**src/rtl/mem_arbiter.sv**
```systemverilog
// Two-port memory arbiter: instruction fetch and data access share one
// memory port. One transaction at a time; data has priority except when
// fetch has been passed over twice in a row. A WAIT timeout forces an
// error response so a silent memory cannot hang either requester.
module mem_arbiter #(
  parameter int unsigned XLEN    = 32,
  parameter int unsigned TIMEOUT = 15
) (
  input  logic            clk,
  input  logic            rst_n,        // active-high despite the name

  input  logic            i_req,
  input  logic [XLEN-1:0] i_adr,
  output logic [XLEN-1:0] i_resp,
  output logic            i_resp_v,
  output logic            i_resp_error,

  input  logic            d_r_v,
  input  logic            d_w_v,
  input  logic [XLEN-1:0] d_adr,
  input  logic [XLEN-1:0] d_data,
  input  logic [3:0]      d_strobe,
  output logic [XLEN-1:0] d_resp,
  output logic            d_resp_v,
  output logic            d_resp_error,

  output logic            m_r_v,
  output logic            m_w_v,
  output logic [XLEN-1:0] m_adr,
  output logic [XLEN-1:0] m_data,
  output logic [3:0]      m_strobe,
  input  logic [XLEN-1:0] m_resp,
  input  logic            m_resp_v,
  input  logic            m_resp_error,

  output logic            busy
);

  typedef enum logic [1:0] {
    IDLE  = 2'd0,
    ISSUE = 2'd1,
    WAIT  = 2'd2,
    RESP  = 2'd3
  } state_t;

  localparam int unsigned    CW       = $clog2(TIMEOUT + 1);
  // wait_cnt is 0 in the first WAIT cycle, so the last allowed cycle is TIMEOUT-1
  localparam logic [CW-1:0]  TMO_LAST = CW'(TIMEOUT - 1);

  state_t          state;
  state_t          state_nx;

  logic [1:0]      starve;
  logic [CW-1:0]   wait_cnt;

  logic [XLEN-1:0] lat_adr;
  logic [XLEN-1:0] lat_data;
  logic [3:0]      lat_strobe;
  logic            lat_we;
  logic            lat_port;     // 1 = data port, 0 = fetch port

  logic [XLEN-1:0] resp_word;
  logic            resp_err;

  logic            data_req;
  logic            data_bad;
  logic            take;
  logic            grant_fetch;
  logic            tmo_hit;

  assign data_req    = d_r_v | d_w_v;
  assign data_bad    = d_r_v & d_w_v;
  assign take        = (state == IDLE) & (i_req | data_req);
  assign grant_fetch = i_req & (~data_req | (starve == 2'd2));
  assign tmo_hit     = (wait_cnt == TMO_LAST);

  assign m_adr        = lat_adr;
  assign m_data       = lat_data;
  assign m_strobe     = lat_strobe;
  assign i_resp       = resp_word;
  assign i_resp_error = resp_err;
  assign d_resp       = resp_word;
  assign d_resp_error = resp_err;

  // State register
  always_ff @(posedge clk or posedge rst_n) begin
    if (rst_n) state <= IDLE;
    else       state <= state_nx;
  end

  // Next-state and strobe/valid decode
  always_comb begin
    state_nx = state;
    m_r_v    = 1'b0;
    m_w_v    = 1'b0;
    i_resp_v = 1'b0;
    d_resp_v = 1'b0;
    busy     = 1'b1;
    unique case (state)
      IDLE: begin
        busy = 1'b0;
        if (take) begin
          // a data request with both directions set bypasses memory entirely
          state_nx = (!grant_fetch && data_bad) ? RESP : ISSUE;
        end
      end
      ISSUE: begin
        m_r_v    = ~lat_we;
        m_w_v    = lat_we;
        state_nx = WAIT;
      end
      WAIT: begin
        if (m_resp_v || tmo_hit) state_nx = RESP;
      end
      RESP: begin
        i_resp_v = ~lat_port;
        d_resp_v = lat_port;
        state_nx = IDLE;
      end
      default: state_nx = IDLE;
    endcase
  end

  // Starvation counter: counts consecutive data grants that bypassed a pending fetch
  always_ff @(posedge clk or posedge rst_n) begin
    if (rst_n) begin
      starve <= '0;
    end else if (take) begin
      if (grant_fetch)                    starve <= '0;
      else if (i_req && starve != 2'd2)   starve <= starve + 2'd1;
    end
  end

  // WAIT cycle counter, zero outside WAIT
  always_ff @(posedge clk or posedge rst_n) begin
    if (rst_n)              wait_cnt <= '0;
    else if (state == WAIT) wait_cnt <= wait_cnt + 1'b1;
    else                    wait_cnt <= '0;
  end

  // Latch the winning request in IDLE
  always_ff @(posedge clk or posedge rst_n) begin
    if (rst_n) begin
      lat_adr    <= '0;
      lat_data   <= '0;
      lat_strobe <= '0;
      lat_we     <= 1'b0;
      lat_port   <= 1'b0;
    end else if (take) begin
      lat_port <= ~grant_fetch;
      if (grant_fetch) begin
        lat_adr    <= i_adr;
        lat_data   <= '0;
        lat_strobe <= '1;
        lat_we     <= 1'b0;
      end else begin
        lat_adr    <= d_adr;
        lat_data   <= d_data;
        lat_strobe <= d_strobe;
        lat_we     <= d_w_v;
      end
    end
  end

  // Capture the response word: memory reply, forced timeout error, or illegal-request error
  always_ff @(posedge clk or posedge rst_n) begin
    if (rst_n) begin
      resp_word <= '0;
      resp_err  <= 1'b0;
    end else if (take && !grant_fetch && data_bad) begin
      resp_word <= '0;
      resp_err  <= 1'b1;
    end else if (state == WAIT) begin
      // memory reply wins when it lands on the timeout cycle
      if (m_resp_v) begin
        resp_word <= m_resp;
        resp_err  <= m_resp_error;
      end else if (tmo_hit) begin
        resp_word <= '0;
        resp_err  <= 1'b1;
      end
    end
  end

endmodule

```
**config.mk**
```make
export PLATFORM = sky130hd
export DESIGN_NAME = mem_arbiter
export DESIGN_NICKNAME = d
export VERILOG_FILES = /design/src/rtl/mem_arbiter.sv
export SDC_FILE = /design/constraint.sdc
export NUM_CORES = 1
export LEC_CHECK = 0
export CAP_MARGIN = 20
export CORE_AREA = 2 2 155 157
export CTS_CLUSTER_DIAMETER = 150
export DETAILED_ROUTE_END_ITERATION = 10
export DIE_AREA = 0 0 157 159
export PLACE_DENSITY = 0.56
export SLEW_MARGIN = 10
export SYNTH_ARGS = -nofsm -noshare
export SYNTH_HDL_FRONTEND = slang
export SYNTH_SLANG_ARGS = --single-unit
export TNS_END_PERCENT = 30
```
**constraint.sdc**
```tcl
create_clock -name clk -period 4.65 [get_ports clk]
set_input_delay 0.465 -clock clk [delete_from_list [all_inputs] [get_ports clk]]
set_output_delay 0.465 -clock clk [all_outputs]
set_load 0.01 [all_outputs]
```
; ---- Yosys cells after proc, flatten, opt, wreduce, memory -nomap -nowiden
; Cells that the tools add are included.
[op_classes]
add_sub_neg = 2
eq_ne = 8
muxes = 24
bitwise = 10
reduce_logical = 13
[op_table]
columns = cell, n
row1 = 32-bit 2-to-1 mux, 6
row2 = 1-bit 2-to-1 mux, 10
row3 = 2-bit 2-to-1 mux, 5
row4 = 4-bit 2-to-1 mux, 2
row5 = 2-bit one-hot mux with 4 select lines, 1
row6 = 2-bit == test (second input constant), 3
row7 = 2-bit != test (second input constant), 3
row8 = 2-bit AND reduction, 3
row9 = 4-bit by 1-bit adder with 4-bit output (second input constant), 1
row10 = 4-bit == test (second input constant), 1
row11 = 1-bit logical AND, 4
row12 = 1-bit inverter, 4
row13 = 2-bit nonzero test, 2
row14 = 1-bit bitwise AND, 3
row15 = 1-bit bitwise OR, 3
row16 = 3-bit nonzero test, 1
row17 = 2-bit by 1-bit adder with 2-bit output (second input constant), 1
row18 = 2-bit by 1-bit == test with 1-bit output (second input constant), 1
row19 = 2-bit zero test, 1
row20 = 1-bit zero test, 1
row21 = 1-bit logical OR, 1
[totals]
reg_bits = 111
input_bits = 139

; ---- Depth between registers and ports, before layout
; Gate-level depths: netlist of run 1.
[logic_depth]
depth_word = 9
ltp_mapped = 7

; ---- Worst setup path after synthesis of run 1
; OpenSTA, ideal clock, no wires.
[synth_timing]
kind = reg2reg
from = register state[0]
to = register resp_word[10], in the netlist d_resp[10]
t_arrival_ps = 1495
t_required_ps = 4563
path_slack_ps = 3069
path_stages_with_launch = 8
period_less_slack_ps = 1581
path_cell_list = dfrtp_1 > inv_1 > ha_1 > and2_1 > buf_2 > buf_2 > nand2_1 > a211oi_2
[synth_between]
elab_chain_cells = 6
elab_cells_between_ends = 9
[synth_rtl]
columns = item, line_no
row1 = "start, declared", 50  ; state_t state;
row2 = "start signal, assigned", 88  ; else state <= state_nx;
row3 = 2-bit zero test, 73  ; assign take = (state == IDLE) & (i_req | data_req);
row4 = 1-bit bitwise AND, 73
row5 = 1-bit logical AND (2 in series), 170  ; end else if (take && !grant_fetch && data_bad) begin
row6 = 3-bit nonzero test (no line) / 2-bit nonzero test (equally long branches), n/a
row7 = 2-bit AND reduction (no line), n/a
row8 = "end signal, assigned", 176  ; resp_word <= m_resp;
row9 = "end, declared", 62  ; logic [XLEN-1:0] resp_word;
; Parallel ways exist; a longest one is shown, timed or not.
; A chain may end at the register's enable or synchronous reset.

; ---- Final worst setup path of run 1
[layout_timing]
from = register state[1]
to = output port m_r_v
[layout_between]
elab_chain_cells = 2
[layout_rtl]
columns = item, line_no
row1 = 2-bit by 1-bit == test with 1-bit output, 99  ; unique case (state)
row2 = 1-bit 2-to-1 mux, 99
row3 = "end, declared", 27  ; output logic m_r_v,
; Every way passes these cells.

==> qor_table.md, run 1 <==
| Group | Parameter | Value |
| --- | --- | --- |
| run status | Outcome | complete, no violations |
| grt | Antenna violations before repair | 0 |
| power and ir drop | Part of the power in registers | 0.317 |
| floorplanning | Floorplan die height | 159 um |
| route | Final routed wirelength across all metal layers | 17400 um |
| clock tree | Later-pin clock latency in the skew report | 0.36 ns |
| grt | Pin count of the biggest net entering global routing | 71 |
| placement | Routability-driven placement congestion ratio | 0.710 |
| clock tree | CTS tree | done |
| min path | Worst Hold Class | reg2reg |
| clock tree | Buffers from clock root to sink, at most | 2 |
| synthesis | Instance count of the mapped netlist | 502 |
| clock tree | Clock root cell | clkbuf_16 |
| grt | Overall track demand over capacity in global routing | 0.137 |
| job | Max cap viols | 0 |
| floorplanning | Die Width | 157 um |
| worst setup path | Highest fanout seen on the critical path | 4 |
| timing | Total Negative Setup Slacks | 0 ns |
| grt | Via count of the first global-routing pass | 4521 |
| placement | I/O Buffers | 277 |
| floorplanning | I/O pin count | 278 |
| clock tree | Post-CTS Setup Repair Bufs | 0 |
| synthesis | Ys async rst share | 1.00 |
| timing | Count of pins over their slew limit | 0 |
| placement | Worst-case setup slack after placement | 1.97 ns |
| cells and area | Area occupied by registers | 0.00278 mm^2 |
| clock tree | CTS Sinks | 111 |
| worst setup path | Category of the most critical setup path | reg2out |
| route | Average wire length per cell after detail routing | 16.6 um |
| synthesis | Register bit total from synthesis | 111 |
| clock tree | Resize count post-CTS | 0 |
| floorplanning | Initial Util | 0.229 |
| worst setup path | Data arrival time at the worst-slack endpoint | 1.88 ns |
| timing | Endpoints failing hold | 0 |
| power and ir drop | Leakage | 0.00327 uW |
| power and ir drop | Switching pwr | 2040 uW |
| power and ir drop | Net switching share of the total power | 0.375 |
| timing | Clock period minus final worst setup slack | 2.34 ns |
| worst setup path | Critical Path Source Type | flop |
| timing | Clock skew after layout | 0.0165 ns |
| floorplanning | Cell row count | 56 |
| cells and area | Number of nets in the final layout | 871 |
| route | Router iterations before antenna repair | 4 |
| synthesis | Yosys synthesis warning count | 0 |
| floorplanning | Placeable core region | 0.0232 mm^2 |
| route | Via count normalized by instance count | 4.45 |
| route | Number of vias after detailed routing | 4660 |
| cells and area | Final-layout fill cell count | 2385 |
| clock tree | Count of hold-fix buffers inserted at cts | 0 |
| synthesis | Synth Flop Type | dfrtp_1 |
| power and ir drop | Power density normalized to cell area | 644 mW/mm^2 |
| grt | Gr ovfl total | 0 |
| timing | Slew of the pin with the lowest slew margin | 0.966 ns |
| timing | RSZ-0062 raised after global routing | no |
| synthesis | Avg Cell Area, Syn | 10.6 um^2 |
| clock tree | Clock buffer count from CTS | 9 |
| route | Remaining number of nets flagged by the antenna check after routing | 0 |
| timing | Count of endpoints failing setup in the final report | 0 |
| timing | Peak clock frequency supported by timing | 427 MHz |
| synthesis | Number of library cell types mapped by synthesis | 37 |
| placement | HPWL after detailed placement | 12400 um |
| worst setup path | Crit end category | primary output |
| timing | Worst-case setup margin in the final layout | 2.31 ns |
| synthesis | Syn Nets | 649 |
| clock tree | CTS clk-pin slew, worst paths | 0.08 ns |
| floorplanning | Die area | 0.0250 mm^2 |
| synthesis | Register area share after synthesis | 0.523 |
| worst setup path | Register-to-Register Setup Slack | 2.40 ns |
| timing | Slew margin rel. | 0.356 |
| synthesis | Cell Area, Synth | 0.00531 mm^2 |
| clock tree | Htree depth | 3 |
| worst setup path | Endpoint required time on the critical path | 4.18 ns |
| cells and area | Footprint of the multi-input gates | 0.00204 mm^2 |
| cells and area | Area growth from synthesis to final layout | 58.8% |
| route | Initial drt markers | 221 |
| power and ir drop | Clock share of power | 0.148 |
| synthesis | Number of flops mapped to enable cells by yosys | 0 |
| timing | Part of the cycle the worst path needs | 0.504 |
| grt | Global-route wire length before repair | 26600 um |
| route | Drc violations | 0 |
| cells and area | Number of antenna diodes | 0 |
| cells and area | Proportion of layout cells with a drive suffix above 1 | 0.0919 |
| power and ir drop | Pint | 3390 uW |
| power and ir drop | Worst IR Drop VDD | 0.000256 V |
| power and ir drop | Combinational group share of total power | 0.535 |
==> cells in the final DEF, fill, tap and decap left out, types with 2 or more instances in the layout <==
master           synthesis  routed
dfrtp_1                111     111
a31oi_1                 33      33
o22a_1                   4       4
ha_1                     8       8
o21ai_0                 32      32
buf_4                   37       8
nand2_1                 38      38
inv_1                    8       7
a211oi_2                30      30
clkbuf_16                0       9
a22o_1                  33      33
and2_1                   5       4
clkdlybuf4s50_1          0     276
a211oi_1                 2       2
buf_16                   0       2
nor2b_1                  6       5
inv_6                    0       2
a21oi_1                 65      65
nor2_1                  32      32
==> flip-flops by register name (all words and copies together), names as in the netlist <==
name	count
d_resp	32
d_resp_error	1
lat_port	1
lat_we	1
m_adr	32
m_data	32
m_strobe	4
starve	2
state	2
wait_cnt	4
==> synth_stat cells (2+ instances only) <==
cell      count  share of area
a21oi_1      65          0.061
nand2_1      38          0.027
buf_4        37          0.052
a211oi_2     30          0.071
o22a_1        4         0.0066
buf_6         5          0.011
dfrtp_1     111           0.52
a22o_1       33          0.054
a31oi_1      33          0.039
clkbuf_1     13         0.0092
nor2_1       32          0.023
nor2b_1       6         0.0071
o21ai_0      32          0.030
and2_1        5         0.0059
buf_2        21          0.020
a211oi_1      2         0.0028
inv_1         8         0.0057
ha_1          8          0.019
==> path summary, 6_finish.rpt <==
check | depth (start not counted) | start | to
min in group asynchronous | 2 | rst_n | d_resp[19]$_DFFE_PP0P_
max | 4 | state[1]$_DFFE_PP0P_ | m_r_v
min reg2reg | 1 | wait_cnt[0]$_DFF_PP0_ | wait_cnt[0]$_DFF_PP0_
min | 1 | wait_cnt[0]$_DFF_PP0_ | wait_cnt[0]$_DFF_PP0_
max in group asynchronous | 3 | rst_n | m_adr[18]$_DFFE_PP0N_
max reg2reg | 5 | state[0]$_DFFE_PP0P_ | m_data[22]$_DFFE_PP0N_
==> logic make-up after synthesis <==
group | after synthesis | synth area share
buffers and inverters | 84 | 0.0976
xor gates and xnor gates | 2 | 0.00330
AOI/OAI and AO/OA | 211 | 0.287
muxes | 1 | 0.00189
DFF | 111 | 0.523
adders and majority gates | 8 | 0.0189
and+or+nand+nor | 85 | 0.0677
==> power groups by stage <==
stage | combinational (uW) | clock [uW] | sequential [uW]
floorplan | 1400 | 0 | 1880
global placement | 2900 | 0 | 1740
detailed placement | 2940 | 0 | 1740
CTS | 2940 | 841 | 1730
global route | 3160 | 875 | 1790
finish | 2910 | 802 | 1720
==> worst max-delay path, stage by stage, from the launching register on <==
cell and delay [ns]:
dfrtp_1 0.40, inv_1 0.13, ha_1 0.21, nor2b_1 0.20, clkdlybuf4s50_1 0.59
==> metrics by stage <==
step                 util  std cells  cell area [um^2]  hold WS (ns)  total power (uW)
finish              0.364       1048              8430         0.485              5430
global route        0.364       1048              8430         0.525              5830
CTS                 0.362       1047              8400         0.494              5520
detailed placement  0.349       1031              8100         0.474              4680
global placement    0.348       1030              8080         0.465              4640
floorplan               -        502              5310         0.451              3270
==> routing by layer <==
metal  GRT usage  part of all wire  vias up
met5           0                 0        -
met4      0.0392             0.015        0
met3      0.0495             0.098       14
met2       0.209              0.44      226
met1       0.182              0.45     2199
li1            -                 -     2221
==> cell type report <==
| cell class | count | share of cell area |
|---|---|---|
| Tap cell | 319 | 0.0473 |
| Timing Repair Buffer | 287 | 0.342 |
| Inverter | 8 | 0.00386 |
| Multi-Input combinational cell | 307 | 0.242 |
| Clock inverter | 6 | 0.00727 |
| Clock buffer | 10 | 0.0283 |
| Sequential cell | 111 | 0.329 |
(Power assumes the default switching activity.)
==> run 2, diff against run 1 <==
--- a/config.mk
+++ b/config.mk
@@ -10,7 +10,7 @@
 export CTS_CLUSTER_DIAMETER = 150
 export DETAILED_ROUTE_END_ITERATION = 10
 export DIE_AREA = 0 0 157 159
-export PLACE_DENSITY = 0.56
+export PLACE_DENSITY = 0.58
 export SLEW_MARGIN = 10
 export SYNTH_ARGS = -nofsm -noshare
 export SYNTH_HDL_FRONTEND = slang
==> constraint.sdc (replaced) <==
create_clock -name clk -period 2.15 [get_ports clk]
set_input_delay 0.215 -clock clk [delete_from_list [all_inputs] [get_ports clk]]
set_output_delay 0.215 -clock clk [all_outputs]
set_load 0.01 [all_outputs]
==> run 2 against run 1 <==
Effect of this change: cell area rose by 2.2%; sequential share of layout area fell by 0.69 points; combinational power rose by 120%; clock power rose by 120%; highest routed layer unchanged; worst setup slack got worse by 2.2 ns; sequential power rose by 120%; worst hold slack got worse by 0.17 ns; clock skew fell by 0.0081 ns; critical path depth did not move.
==> qor_table.md, run 2 (synthesis results as in run 1) <==
| Group | Parameter | Value |
| --- | --- | --- |
| run status | Outcome | complete, no violations |
| worst setup path | Critical path, cell by cell | inv_1 -> ha_1 -> and2_1 -> clkdlybuf4s50_1 |
| power and ir drop | Leakage | 0.00337 uW |
| worst setup path | Cell depth of the worst flop-to-flop path | 6 |
| worst setup path | Highest fanout seen on the critical path | 4 |
| worst setup path | Critical Path Source Type | flop |
| power and ir drop | Worst IR Drop VDD | 0.000492 V |
| clock tree | CTS clk-pin slew, worst paths | 0.07 ns |
| grt | Overall track demand over capacity in global routing | 0.136 |
| power and ir drop | Clock share of power | 0.149 |
| power and ir drop | Switching pwr | 4330 uW |
| timing | Peak clock frequency supported by timing | 496 MHz |
| route | Number of vias after detailed routing | 4709 |
| power and ir drop | Part of the power in registers | 0.311 |
| cells and area | Area growth from synthesis to final layout | 62.3% |
| job | Max cap viols | 0 |
| grt | Met2 GRT Util | 0.217 |
| worst setup path | Crit. path cell count | 4 |
| clock tree | Clock root cell | clkbuf_16 |
| worst setup path | Data arrival time at the worst-slack endpoint | 1.80 ns |
| worst setup path | Beginning of the critical path | state[1]$_DFFE_PP0P_ |
| power and ir drop | Net switching share of the total power | 0.361 |
| clock tree | Buffers from clock root to sink, at most | 2 |
| power and ir drop | Combinational group share of total power | 0.540 |
| power and ir drop | Pwr Total | 12000 uW |
| route | Average wire length per cell after detail routing | 16.3 um |
| worst setup path | Critical Path End | m_w_v |
| grt | Via count of the first global-routing pass | 4632 |
| placement | Routability-driven placement congestion ratio | 0.724 |
| clock tree | CTS tree | done |
| floorplanning | I/O pin count | 278 |
| floorplanning | Cell row count | 56 |
| cells and area | Finished Core Util | 0.371 |
| worst setup path | Slowest cell delay on critical path | 0.58 ns |
| worst setup path | Register-to-Register Setup Slack | 0.26 ns |
| floorplanning | Die area | 0.0250 mm^2 |
| grt | Met1 demand-to-capacity share in global routing | 0.177 |
| cells and area | Number of antenna diodes | 0 |
| worst setup path | Crit end category | primary output |
| route | Drc violations | 0 |
| timing | Count of pins over their slew limit | 0 |
| route | Remaining number of nets flagged by the antenna check after routing | 0 |
| grt | Antenna violations before repair | 0 |
| timing | Endpoints failing hold | 0 |
| floorplanning | Die Width | 157 um |
| placement | I/O Buffers | 277 |
| timing | Clock period minus final worst setup slack | 2.02 ns |
| clock tree | Post-CTS Setup Repair Bufs | 0 |
| route | Via count normalized by instance count | 4.46 |
| worst setup path | Startpoint of the worst-slack reg-to-reg timing path | state[0]$_DFFE_PP0P_ |
| grt | Global-route wire length before repair | 26600 um |
| grt | Busiest grt layer | met2 |
| worst setup path | Endpoint required time on the critical path | 1.93 ns |
| worst setup path | Category of the most critical setup path | reg2out |
| cells and area | Post-route cell area | 0.00861 mm^2 |
| power and ir drop | Pint | 7650 uW |
| grt | Pin count of the biggest net entering global routing | 60 |
| floorplanning | Floorplan die height | 159 um |
| timing | Clock skew after layout | 0.00845 ns |
| cells and area | Number of nets in the final layout | 882 |
| worst setup path | Worst path bufs/invs | 2 |
| timing | Count of endpoints failing setup in the final report | 0 |
| clock tree | CTS Sinks | 111 |
| route | Final routed wirelength across all metal layers | 17300 um |
| clock tree | Htree depth | 3 |
| worst setup path | Endpoint of the most critical register-to-register path | d_resp[15]$_DFFE_PP0P_ |
| grt | Global Route met3 Usage | 0.0408 |
| route | Router iterations before antenna repair | 4 |
| cells and area | Most frequent standard cell in the layout excluding fill and tap cells | clkdlybuf4s50_1 |
| timing | Slew of the pin with the lowest slew margin | 0.439 ns |
| timing | RSZ-0062 raised after global routing | no |
| timing | Part of the cycle the worst path needs | 0.937 |
| placement | HPWL after detailed placement | 12400 um |
| floorplanning | Initial Util | 0.229 |
| timing | Slew margin rel. | 0.706 |
| route | Initial drt markers | 182 |
| worst setup path | Cell family contributing the most delay on the critical path | buffers and inverters |
| power and ir drop | Power density normalized to cell area | 1390 mW/mm^2 |
| floorplanning | Placeable core region | 0.0232 mm^2 |
| timing | Total Negative Setup Slacks | 0 ns |
| placement | Instance area after placement | 0.00831 mm^2 |
| clock tree | Clock buffer count from CTS | 9 |
| worst setup path | Critical Path Slowest Stage Cell | clkdlybuf4s50_1 |
| cells and area | Most frequent cells in the layout | clkdlybuf4s50_1 (276), dfrtp_1 (111), a21oi_1 (65) |
| min path | Worst Hold Class | in2async |
| clock tree | Later-pin clock latency in the skew report | 0.35 ns |
| cells and area | Proportion of layout cells with a drive suffix above 1 | 0.0989 |
| grt | Gr ovfl total | 0 |
==> run 2: metal layers <==
layer	part of all wire	wire, um
met1	0.44	7660
met4	0.014	243
met3	0.088	1530
met2	0.45	7820
met5	0	0
==> run 2: worst min path at each step <==
stage,cells after the start,slack (ns),start,to
2_1_floorplan,1,0.34,d_strobe[0],m_strobe[0]$_DFFE_PP0N_
3_3_place_gp,2,0.47,starve[1]$_DFFE_PP0P_,starve[1]$_DFFE_PP0P_
3_5_place_dp,2,0.48,starve[1]$_DFFE_PP0P_,starve[1]$_DFFE_PP0P_
4_1_cts,3,0.32,rst_n,m_data[28]$_DFFE_PP0N_
5_1_grt,3,0.35,rst_n,m_data[10]$_DFFE_PP0N_
6_report,3,0.31,rst_n,m_data[14]$_DFFE_PP0N_
==> run 2: layout make-up <==
type                    instances  area [um^2]
fillers                      2331        14600
clock inverters                 4         72.6
flip-flops and latches        111         2780
clock buffers                  10          229
repair buffers                298         3070
inverters                       8         33.8
well taps                     319          399
multi-input cells             307         2030
==> run 2: per-stage QoR <==
stage | hold WS [ns] | worst slack, ns | instances
after floorplan | 0.341 | 0.569 | 502
final | 0.313 | 0.134 | 1057
after global placement | 0.467 | 0.242 | 1043
after CTS | 0.322 | 0.0621 | 1057
after global routing | 0.352 | 0.0236 | 1057
after detailed placement | 0.477 | 0.240 | 1043
==> run 2: power by group through the flow <==
stage / combinational [uW] / clock, uW / sequential [uW]
floorplan: 3020 / 0 / 4060
global placement: 6520 / 0 / 3740
detailed placement: 6560 / 0 / 3750
CTS: 6580 / 1870 / 3750
global route: 7030 / 1940 / 3860
finish: 6470 / 1780 / 3720
==> run 2: worst min-delay path: cells and delay by family <==
kind | cells | cell delay [ns]
buf+inv | 3 | 0.84
==> run 2: timing repair <==
item / CTS / global route
setup endpoints to repair: 0 / 1
endpoints found under the hold margin: 0 / 0
hold buffers: 0 / 0
resized for setup: 0 / 1
==> run 3, diff against run 2 <==
--- a/config.mk
+++ b/config.mk
@@ -10,7 +10,7 @@
 export CTS_CLUSTER_DIAMETER = 150
 export DETAILED_ROUTE_END_ITERATION = 10
 export DIE_AREA = 0 0 157 159
-export PLACE_DENSITY = 0.58
+export PLACE_DENSITY = 0.51
 export SLEW_MARGIN = 10
 export SYNTH_ARGS = -nofsm -noshare
 export SYNTH_HDL_FRONTEND = slang
==> run 3 against run 2 <==
Effect of this change: clock power shrank 9%; global-route usage grew 0.26 points; clock skew grew 0.0028 ns; largest power group unchanged; critical path type unchanged; first-iteration DRC count grew 4.4%.
==> qor_table.md, run 3 (synthesis results as in run 1) <==
| Group | Parameter | Value |
| --- | --- | --- |
| run status | Outcome | complete, no violations |
| clock tree | CTS tree | done |
| route | Number of vias after detailed routing | 4663 |
| cells and area | Most frequent cells in the layout | clkdlybuf4s50_1 (277), dfrtp_1 (111), a21oi_1 (65) |
| route | Remaining number of nets flagged by the antenna check after routing | 0 |
| grt | Gr ovfl total | 0 |
| clock tree | Htree depth | 3 |
| route | Average wire length per cell after detail routing | 16.4 um |
| cells and area | Proportion of layout cells with a drive suffix above 1 | 0.104 |
| power and ir drop | Power density normalized to cell area | 1370 mW/mm^2 |
| clock tree | Clock root cell | clkbuf_16 |
| floorplanning | Initial Util | 0.229 |
| timing | Clock skew after layout | 0.0113 ns |
| clock tree | CTS clk-pin slew, worst paths | 0.08 ns |
| route | Via count normalized by instance count | 4.39 |
| timing | Endpoints failing hold | 0 |
| grt | Overall track demand over capacity in global routing | 0.139 |
| cells and area | Area growth from synthesis to final layout | 61.8% |
| timing | Slew margin rel. | 0.609 |
| placement | Routability-driven placement congestion ratio | 0.704 |
| floorplanning | Placeable core region | 0.0232 mm^2 |
| placement | I/O Buffers | 277 |
| power and ir drop | Leakage | 0.00334 uW |
| power and ir drop | Pint | 7480 uW |
| timing | Part of the cycle the worst path needs | 0.948 |
| cells and area | Number of nets in the final layout | 884 |
| floorplanning | I/O pin count | 278 |
| floorplanning | Die area | 0.0250 mm^2 |
| floorplanning | Cell row count | 56 |
| grt | Antenna violations before repair | 0 |
| worst setup path | Highest fanout seen on the critical path | 4 |
| power and ir drop | Part of the power in registers | 0.313 |
| route | Router iterations before antenna repair | 6 |
| power and ir drop | Clock share of power | 0.138 |
| clock tree | Buffers from clock root to sink, at most | 2 |
| power and ir drop | Net switching share of the total power | 0.366 |
| route | Drc violations | 0 |
| timing | Tightest hold margin | 0.311 ns |
| cells and area | Post-route cell area | 0.00859 mm^2 |
| floorplanning | Floorplan die height | 159 um |
| timing | Worst-case setup margin in the final layout | 0.111 ns |
| timing | Slew of the pin with the lowest slew margin | 0.586 ns |
| job | Max cap viols | 0 |
| cells and area | Finished Core Util | 0.370 |
| worst setup path | Endpoint required time on the critical path | 1.93 ns |
| placement | Instance area after placement | 0.00831 mm^2 |
| placement | HPWL after detailed placement | 12400 um |
| cells and area | Final non-filler cell total | 1061 |
| floorplanning | Die Width | 157 um |
| worst setup path | Crit end category | primary output |
| grt | Pin count of the biggest net entering global routing | 69 |
| cells and area | Most frequent standard cell in the layout excluding fill and tap cells | clkdlybuf4s50_1 |
| clock tree | Clock buffer count from CTS | 9 |
| grt | Via count of the first global-routing pass | 4663 |
| cells and area | Number of antenna diodes | 0 |
| route | Final routed wirelength across all metal layers | 17400 um |
| timing | Count of pins over their slew limit | 0 |
| clock tree | Later-pin clock latency in the skew report | 0.35 ns |
| power and ir drop | Worst IR Drop VDD | 0.000490 V |
| clock tree | CTS Sinks | 111 |
| worst setup path | Data arrival time at the worst-slack endpoint | 1.82 ns |
| route | Initial drt markers | 190 |
| power and ir drop | Switching pwr | 4320 uW |
| power and ir drop | Combinational group share of total power | 0.549 |
| timing | Peak clock frequency supported by timing | 490 MHz |
| min path | Worst Hold Class | in2async |
| placement | DP Cell Count | 1045 |
| grt | Global-route wire length before repair | 27200 um |
| timing | Count of endpoints failing setup in the final report | 0 |
| placement | Worst-case setup slack after placement | 0.231 ns |
| clock tree | Post-CTS Setup Repair Bufs | 0 |
| worst setup path | Category of the most critical setup path | reg2out |
| worst setup path | Critical Path Source Type | flop |
| timing | Clock period minus final worst setup slack | 2.04 ns |
[run 3: power groups by stage]
| stage | clock (uW) | sequential (uW) | combinational [uW] |
|---|---|---|---|
| CTS | 1730 | 3720 | 6590 |
| finish | 1620 | 3690 | 6480 |
| global route | 1800 | 3840 | 7040 |
| floorplan | 0 | 4060 | 3020 |
| detailed placement | 0 | 3730 | 6590 |
| global placement | 0 | 3720 | 6570 |
[run 3: layer usage]
metal | part of all wire | up-vias | track usage
met5 | 0 | - | 0
met4 | 0.010 | 0 | 0.0363
met3 | 0.092 | 10 | 0.0465
met2 | 0.44 | 207 | 0.212
met1 | 0.45 | 2198 | 0.187
li1 | - | 2248 | -
[run 3: through the flow]
step / power [uW] / setup TNS [ns]
6_report: 11800 / 0
5_1_grt: 12700 / -0.00271
4_1_cts: 12000 / 0
3_5_place_dp: 10300 / 0
3_3_place_gp: 10300 / 0
2_1_floorplan: 7080 / 0
[run 3: repair_timing]
item / in CTS / in global routing
hold buffers: 0 / 0
setup endpoints to repair: 0 / 1
gates resized for setup: 0 / 1
[run 3: critical path, stage by stage, from the launching register on]
cell	delay, ns
dfrtp_1	0.40
inv_1	0.14
ha_1	0.19
nor2b_1	0.15
clkdlybuf4s50_1	0.60
[run 3: layout make-up]
cell class,instances,area [um^2]
fill,2373,14600
multi-input combinational,307,2040
tap,319,399
sequential,111,2780
clock inverter,4,31.3
clock buffer,12,246
inverter,8,33.8
timing repair buffer,300,3060
[run 3: final timing paths]
path	endpoint	cells past startpoint	slack, ns	from
min reg2reg	wait_cnt[0]$_DFF_PP0_	1	0.48	wait_cnt[0]$_DFF_PP0_
max in group asynchronous	m_data[29]$_DFFE_PP0N_	3	1.32	rst_n
min in group clk	m_adr[9]$_DFFE_PP0N_	3	0.41	d_adr[9]
max reg2reg	d_resp_error$_DFFE_PP0P_	6	0.30	state[0]$_DFFE_PP0P_
min	d_resp[5]$_DFFE_PP0P_	3	0.31	rst_n
max	m_r_v	4	0.11	state[1]$_DFFE_PP0P_
